--- config.mk ---
export PLATFORM = sky130hd
export DESIGN_NAME = seq_normalizer_16bit
export DESIGN_NICKNAME = d
export VERILOG_FILES = /design/src/rtl/shift_pkg.sv /design/src/rtl/seq_normalizer_16bit.sv
export SDC_FILE = /design/constraint.sdc
export NUM_CORES = 1
export LEC_CHECK = 0
export BUFFER_PORTS_ARGS = -buffer_cell sky130_fd_sc_hd__buf_2
export CAP_MARGIN = 5
export CORE_UTILIZATION = 43
export CTS_CLUSTER_SIZE = 25
export DETAILED_ROUTE_END_ITERATION = 10
export SLEW_MARGIN = 20
export SYNTH_ARGS = -nofsm -noshare
export SYNTH_HDL_FRONTEND = slang
export SYNTH_SLANG_ARGS = --single-unit
--- constraint.sdc ---
create_clock -name clk -period 4.7 [get_ports clk]
set_input_delay 0 -clock clk [delete_from_list [all_inputs] [get_ports clk]]
set_output_delay 0 -clock clk [all_outputs]
set_load 0.005 [all_outputs]
--- src/rtl/shift_pkg.sv ---
// Shared constants for the shifter/normalizer datapath: FSM state encodings,
// direction codes (also used as the 'choice' select of the combinational
// shifters) and default widths.
package shift_pkg;

  localparam int W  = 16;
  localparam int AW = 4;

  localparam logic [1:0] S_IDLE  = 2'd0;
  localparam logic [1:0] S_SHIFT = 2'd1;
  localparam logic [1:0] S_DONE  = 2'd2;

  localparam logic DIR_LEFT  = 1'b0;
  localparam logic DIR_RIGHT = 1'b1;

endpackage

--- src/rtl/seq_normalizer_16bit.sv ---
// Iterative normalizer: shifts the captured operand one bit per clock until
// its first set bit reaches bit 15 (left) or bit 0 (right), then reports the
// normalized word and the number of shifts applied. A zero operand finishes
// immediately with the zero flag set.
module seq_normalizer_16bit #(
  parameter int W  = 16,
  parameter int AW = 4
) (
  input  logic          clk,
  input  logic          reset,
  input  logic          start,
  input  logic [W-1:0]  a,
  input  logic          dir,
  output logic [W-1:0]  y,
  output logic [AW-1:0] amt,
  output logic          zero,
  output logic          busy,
  output logic          done
);

  import shift_pkg::*;

  logic [1:0]    state;
  logic [1:0]    state_nx;
  logic [W-1:0]  r;
  logic [W-1:0]  r_nx;
  logic [AW-1:0] cnt;
  logic [AW-1:0] cnt_nx;
  logic          d;
  logic          d_nx;
  logic [W-1:0]  y_nx;
  logic [AW-1:0] amt_nx;
  logic          zero_nx;
  logic          hit;

  // Bit that must be set for the word to count as normalized in direction d.
  always_comb begin
    if (d == DIR_LEFT) begin
      hit = r[W-1];
    end else begin
      hit = r[0];
    end
  end

  // Next-state and datapath update; outputs only change on SHIFT->DONE.
  always_comb begin
    state_nx = state;
    r_nx     = r;
    cnt_nx   = cnt;
    d_nx     = d;
    y_nx     = y;
    amt_nx   = amt;
    zero_nx  = zero;
    case (state)
      S_IDLE: begin
        if (start) begin
          r_nx     = a;
          d_nx     = dir;
          cnt_nx   = {AW{1'b0}};
          state_nx = S_SHIFT;
        end else begin
          state_nx = S_IDLE;
        end
      end
      S_SHIFT: begin
        if (r == {W{1'b0}}) begin
          zero_nx  = 1'b1;
          y_nx     = {W{1'b0}};
          amt_nx   = {AW{1'b0}};
          state_nx = S_DONE;
        end else if (hit) begin
          zero_nx  = 1'b0;
          y_nx     = r;
          amt_nx   = cnt;
          state_nx = S_DONE;
        end else begin
          // A nonzero word reaches its target bit within W-1 shifts, so cnt cannot wrap.
          if (d == DIR_LEFT) begin
            r_nx = {r[W-2:0], 1'b0};
          end else begin
            r_nx = {1'b0, r[W-1:1]};
          end
          cnt_nx   = cnt + {{(AW-1){1'b0}}, 1'b1};
          state_nx = S_SHIFT;
        end
      end
      S_DONE: begin
        state_nx = S_IDLE;
      end
      default: begin
        state_nx = S_IDLE;
      end
    endcase
  end

  // State, working registers and registered outputs; reset wins over everything.
  always_ff @(posedge clk) begin
    if (reset) begin
      state <= S_IDLE;
      r     <= {W{1'b0}};
      cnt   <= {AW{1'b0}};
      d     <= DIR_LEFT;
      y     <= {W{1'b0}};
      amt   <= {AW{1'b0}};
      zero  <= 1'b0;
      busy  <= 1'b0;
      done  <= 1'b0;
    end else begin
      state <= state_nx;
      r     <= r_nx;
      cnt   <= cnt_nx;
      d     <= d_nx;
      y     <= y_nx;
      amt   <= amt_nx;
      zero  <= zero_nx;
      busy  <= (state_nx != S_IDLE);
      done  <= (state_nx == S_DONE);
    end
  end

endmodule

# Word-level counts from Yosys, hierarchy flattened
# Cells that the tools add are included.
[word_totals]
ramBits = 0
wordCells = 43
output_inout_bits = 23
latch_bits = 0
ff_bits = 46
in_bits = 20
mem_bits_ro = 0
n_memories = 0
[classes]
n_mux = 20
n_eq_ne = 5
n_reduce_logical = 8
div_mod_pow = 0
n_bitwise = 0
addsub = 1
n_mul = 0
n_shift = 0
order_cmp = 0
[ops]
columns = ["cell", "n"]
rows = [
  ["two-way mux 16 bit", 6],
  ["one-hot mux 16 bit (2 select lines)", 1],
  ["two-way mux 4 bit", 5],
  ["logical NOT 16 bit", 1],
  ["one-hot mux 4 bit (2 select lines)", 1],
  ["inequality test 2 bit, second input constant", 3],
  ["nonzero test 2 bit", 3],
  ["adder 4 x 1 -> 4 bit, second input constant", 1],
  ["two-way mux 1 bit", 4],
  ["two-way mux 2 bit", 2],
  ["one-hot mux 2 bit (2 select lines)", 1],
  ["AND reduction 2 bit", 2],
  ["AND reduction 4 bit", 1],
  ["== test 2 x 1 -> 1 bit, second input constant", 1],
  ["== test 2 bit, second input constant", 1],
  ["logical NOT 2 bit", 1],
]

# Logic depth before layout (Yosys ltp)
[logic_depth]
depth_word = 5
depth_mapped = 6

# Worst setup path after synthesis
# Ideal clock, no wire load.
[synth_timing]
path_type = "flip-flop to flip-flop"
start = "reg d"
end = "reg cnt[3]"
setup_slack_ps = 3031
t_required_ps = 4626
path_stages_with_launch = 6
setup_time_ps = 74
arrival_ps = 1595
cell_sequence = "dfxtp_1 -> buf_6 -> mux2_4 -> or2_4 -> or4_1 -> a31oi_1"
[synth_between]
elab_chain_cells = 3
[synth_lines]
columns = ["item", "line_no", "text"]
rows = [
  ["from (decl)", "seq_normalizer_16bit.sv:29", "logic d;"],
  ["from (signal assigned)", "seq_normalizer_16bit.sv:112", "d <= d_nx;"],
  ["two-way mux 1 bit", "seq_normalizer_16bit.sv:38", "if (d == DIR_LEFT) begin"],
  ["inequality test 2 bit (no source line)", "n/a", ""],
  ["AND reduction 4 bit (no source line)", "n/a", ""],
  ["to (signal assigned)", "seq_normalizer_16bit.sv:101", "cnt <= {AW{1'b0}};"],
  ["to (signal assigned)", "seq_normalizer_16bit.sv:111", "cnt <= cnt_nx;"],
  ["to (decl)", "seq_normalizer_16bit.sv:27", "logic [AW-1:0] cnt;"],
]
# No other way between the ends.
# A chain may end at the register's enable or synchronous reset.

# Final worst setup path
[layout_timing]
start = "reg state[1]"
end = "reg r[13]"
[layout_between]
elab_chain_cells = 3
[layout_lines]
columns = ["item", "line_no", "text"]
rows = [
  ["from (decl)", "seq_normalizer_16bit.sv:23", "logic [1:0] state;"],
  ["from (signal assigned)", "seq_normalizer_16bit.sv:109", "state <= state_nx;"],
  ["== test 2 x 1 -> 1 bit or logical NOT 2 bit (tied branches)", "seq_normalizer_16bit.sv:54", "case (state)"],
  ["inequality test 2 bit (no source line) or nonzero test 2 bit (tied branches)", "n/a", ""],
  ["AND reduction 4 bit (no source line)", "n/a", ""],
  ["to (signal assigned)", "seq_normalizer_16bit.sv:100", "r <= {W{1'b0}};"],
  ["to (signal assigned)", "seq_normalizer_16bit.sv:110", "r <= r_nx;"],
  ["to (decl)", "seq_normalizer_16bit.sv:25", "logic [W-1:0] r;"],
]
# Several ways; a longest one is shown, not always the timed one.

==> impl_metrics.json <==
{
  "dr.pass1.iters": 4,
  "slowest_stage": "nand2b_1",
  "p_per_area_nw_per_um2": 379,
  "synthSimpleGateAreaFrac": 0.182,
  "clkLatencyLatePin_ns": 0.31,
  "synth_xor_area_frac": 0,
  "globalRoute.totalOverflow": 0,
  "post_cts_buffers": 0,
  "yosysMostFrequentCell": "dfxtp_1",
  "cts_tree": "yes",
  "finalNetCount": 303,
  "worst_hold_slack_ns": 0.0335,
  "grt_usage": 0.200,
  "clock_sinks": 46,
  "synth_top_family_by_area": "compound AO/OA/AOI/OAI gates",
  "vias_per_cell": 5.48,
  "port_buffers": 42,
  "fmaxAchievable_mhz": 418,
  "synth_area_sq_um": 2240,
  "wl_per_cell_um": 14.7,
  "antenna_found_initial": 0,
  "syn-instance-count": 253,
  "worst_r2r_endpoint": "r[13]",
  "cp-start-kind": "register",
  "grtUsageMet3": 0.0434,
  "detail-route-antenna-nets": 0,
  "ys_seq_area_frac": 0.412,
  "worstMarginPinSlew_ns": 0.997,
  "r2r_setup_slack_ns": 2.31,
  "synth.net_count": 274,
  "synth_top_flop_cell": "dfxtp_1",
  "gp_congestion": 0.778,
  "min_path_cells": 3,
  "rsz0062_at_grt": "no",
  "vdd_drop_max_v": 0.000187,
  "die_w_um": 74.1,
  "cts_buffers": 5,
  "grt_first_pass_wirelength_um": 8340,
  "vias": 1918,
  "start_util": 0.461,
  "cts_root_buffer": "clkbuf_8",
  "clk_path_buf_depth": 2,
  "synth_adder_area_share": 0.00559,
  "worstPathArrival_ns": 2.62,
  "top_usage_layer": "met2",
  "drive_gt1_frac": 0.198,
  "leakagePower_nw": 1.01,
  "antenna_cells": 0,
  "crit_buf_inv": 0,
  "fin_crit_ns": 2.39,
  "grt_max_degree": 63,
  "slew-limit-headroom": 0.335,
  "hold_path_startpoint": "a[15]",
  "drc": 0,
  "drt-total-wl_um": 5160,
  "hold_path_class": "input pin to register",
  "critPathKind": "register to register",
  "synth_area_leaders": "dfxtp_1 41%, mux2i_1 13%, o211ai_1 7.4%, a211o_1 5.5%, a21oi_1 5.4%",
  "tns_ns": 0,
  "syn_to_final_growth_pct": 15.2,
  "fin_skew_ns": 0.00917,
  "finalPower_uw": 977,
  "synth_compound_area_frac": 0.217,
  "rr_worst_depth": 4,
  "die_area_sq_um": 5500,
  "crit_path_end_kind": "register",
  "ctsResizeCount": 0,
  "yosys.cell_types.count": 30,
  "hold_end": "r[15]",
  "die_h_um": 74.1,
  "grt_pass1_vias": 1754,
  "io_pins": 43,
  "dpl.hpwl_um": 3330,
  "synth_seq_cells": 46,
  "crit_required_ns": 4.93,
  "synth_warnings": 0,
  "setup-violations-final": 0,
  "synth_top_area_cell": "dfxtp_1",
  "cts_max_level": 2,
  "yosys-mux-area-fraction": 0.136,
  "worstReg2RegStart": "state[1]",
  "outcome": "completed",
  "synth_commonest_cells": "46 x dfxtp_1, 29 x mux2i_1, 25 x nand2_1, 24 x a21oi_1, 22 x o211ai_1",
  "drtIter0Drc": 136,
  "synth_edf_count": 0,
  "fin_ws_ns": 2.31,
  "globalRouteMet2Util": 0.321,
  "final_max_slew_viol_count": 0,
  "avgSynthCellArea_sq_um": 8.84,
  "drv_cap": 0,
  "row_count": 25,
  "coreArea_sq_um": 4850,
  "ys_async_sr_fraction": 0,
  "period_share": 0.509,
  "dpl_worst_slack_ns": 2.28,
  "cts.reportedPaths.clkPinSlew_ns": 0.09,
  "path_max_fanout": 26,
  "grt.met1_usage": 0.267,
  "synth.top_cell.area_share": 0.412,
  "max_stage_delay_ns": 0.76,
  "critical-path-top-delay-family": "simple AND/OR/NAND/NOR gates",
  "crit_chain": "nand2b_1 > nor2_1 > a21oi_4 > mux2i_1",
  "hold_viol_final": 0
}
==> report_power, final <==
part           switching [mW]  internal, mW
clock                   0.142         0.160
sequential             0.0452         0.423
combinational           0.120        0.0874
total                   0.307         0.670
==> how the worst max path moves through the flow <==
| stage | cells after the start | start | slack, ns | endpoint |
|---|---|---|---|---|
| after floorplan | 5 | d | 3.03 | cnt[3] |
| after global placement | 4 | state[1] | 2.32 | r[1] |
| after detailed placement | 4 | state[1] | 2.28 | cnt[1] |
| after CTS | 4 | state[1] | 2.25 | r[13] |
| after global routing | 4 | state[1] | 2.10 | r[7] |
| final | 4 | state[1] | 2.31 | r[13] |
==> cell type report <==
| cell class | instances | area [sq um] |
|---|---|---|
| clock inverters | 3 | 43.8 |
| repair buffers | 46 | 245 |
| well taps | 67 | 83.8 |
| clock buffers | 5 | 68.8 |
| fillers | 478 | 2270 |
| flip-flops and latches | 46 | 921 |
| multi-input cells | 183 | 1210 |
==> stage by stage <==
stage                     utilization  cells  instance area (sq um)
after floorplan                     -    253                   2240
after global placement          0.504    340                   2440
after detailed placement        0.504    340                   2440
after CTS                       0.531    350                   2580
after global routing            0.531    350                   2580
final                           0.531    350                   2580
==> tightest hold or removal path, cell delays in order <==
cell and delay [ns]:
buf_2 0.10, a21oi_1 0.11, a211oi_1 0.07
==> placed cells by master (no fill, tap or decap) <==
cell	count
nor3b_1	1
a211oi_1	3
a311oi_1	1
and2_1	2
dfxtp_1	46
nand2b_1	17
inv_6	1
or2_4	1
bufinv_16	1
a211o_1	14
o211ai_1	22
clkbuf_8	5
mux2i_1	29
mux2_4	1
ha_1	1
nand4_1	2
clkinv_2	1
buf_2	42
o21ai_0	1
and4_1	1
buf_4	2
dlygate4sd3_1	2
a21oi_4	1
nor2_1	20
nand2_1	25
o21ai_1	1
a22oi_1	1
nor2b_1	1
or4_1	2
a31oi_1	2
nor4_1	4
a21oi_1	24
nand3_1	3
nor2b_2	1
nand3b_1	2
==> kinds of logic (layout without fill, tap and decap cells) <==
logic type	Yosys count	count (layout)
compound gates	70	70
fa+ha+maj	1	1
buf+inv	24	54
flops	46	46
mux	30	30
simple gates	82	82
==> layer usage <==
metal / wire (um) / vias up
li1: - / 975
met1: 2490 / 899
met2: 2490 / 37
met3: 143 / 7
met4: 29 / 0
met5: 0 / -
==> flip-flops by register name, indices dropped and copies added, names as in the netlist <==
register  flops
y            16
zero          1
cnt           4
d             1
done          1
busy          1
amt           4
state         2
r            16
==> repair_timing <==
item	CTS	global route
setup endpoints to repair	0	0
hold endpoints to repair	2	0
hold buffers	2	0
No activity file was read; power rests on OpenSTA's default activity.
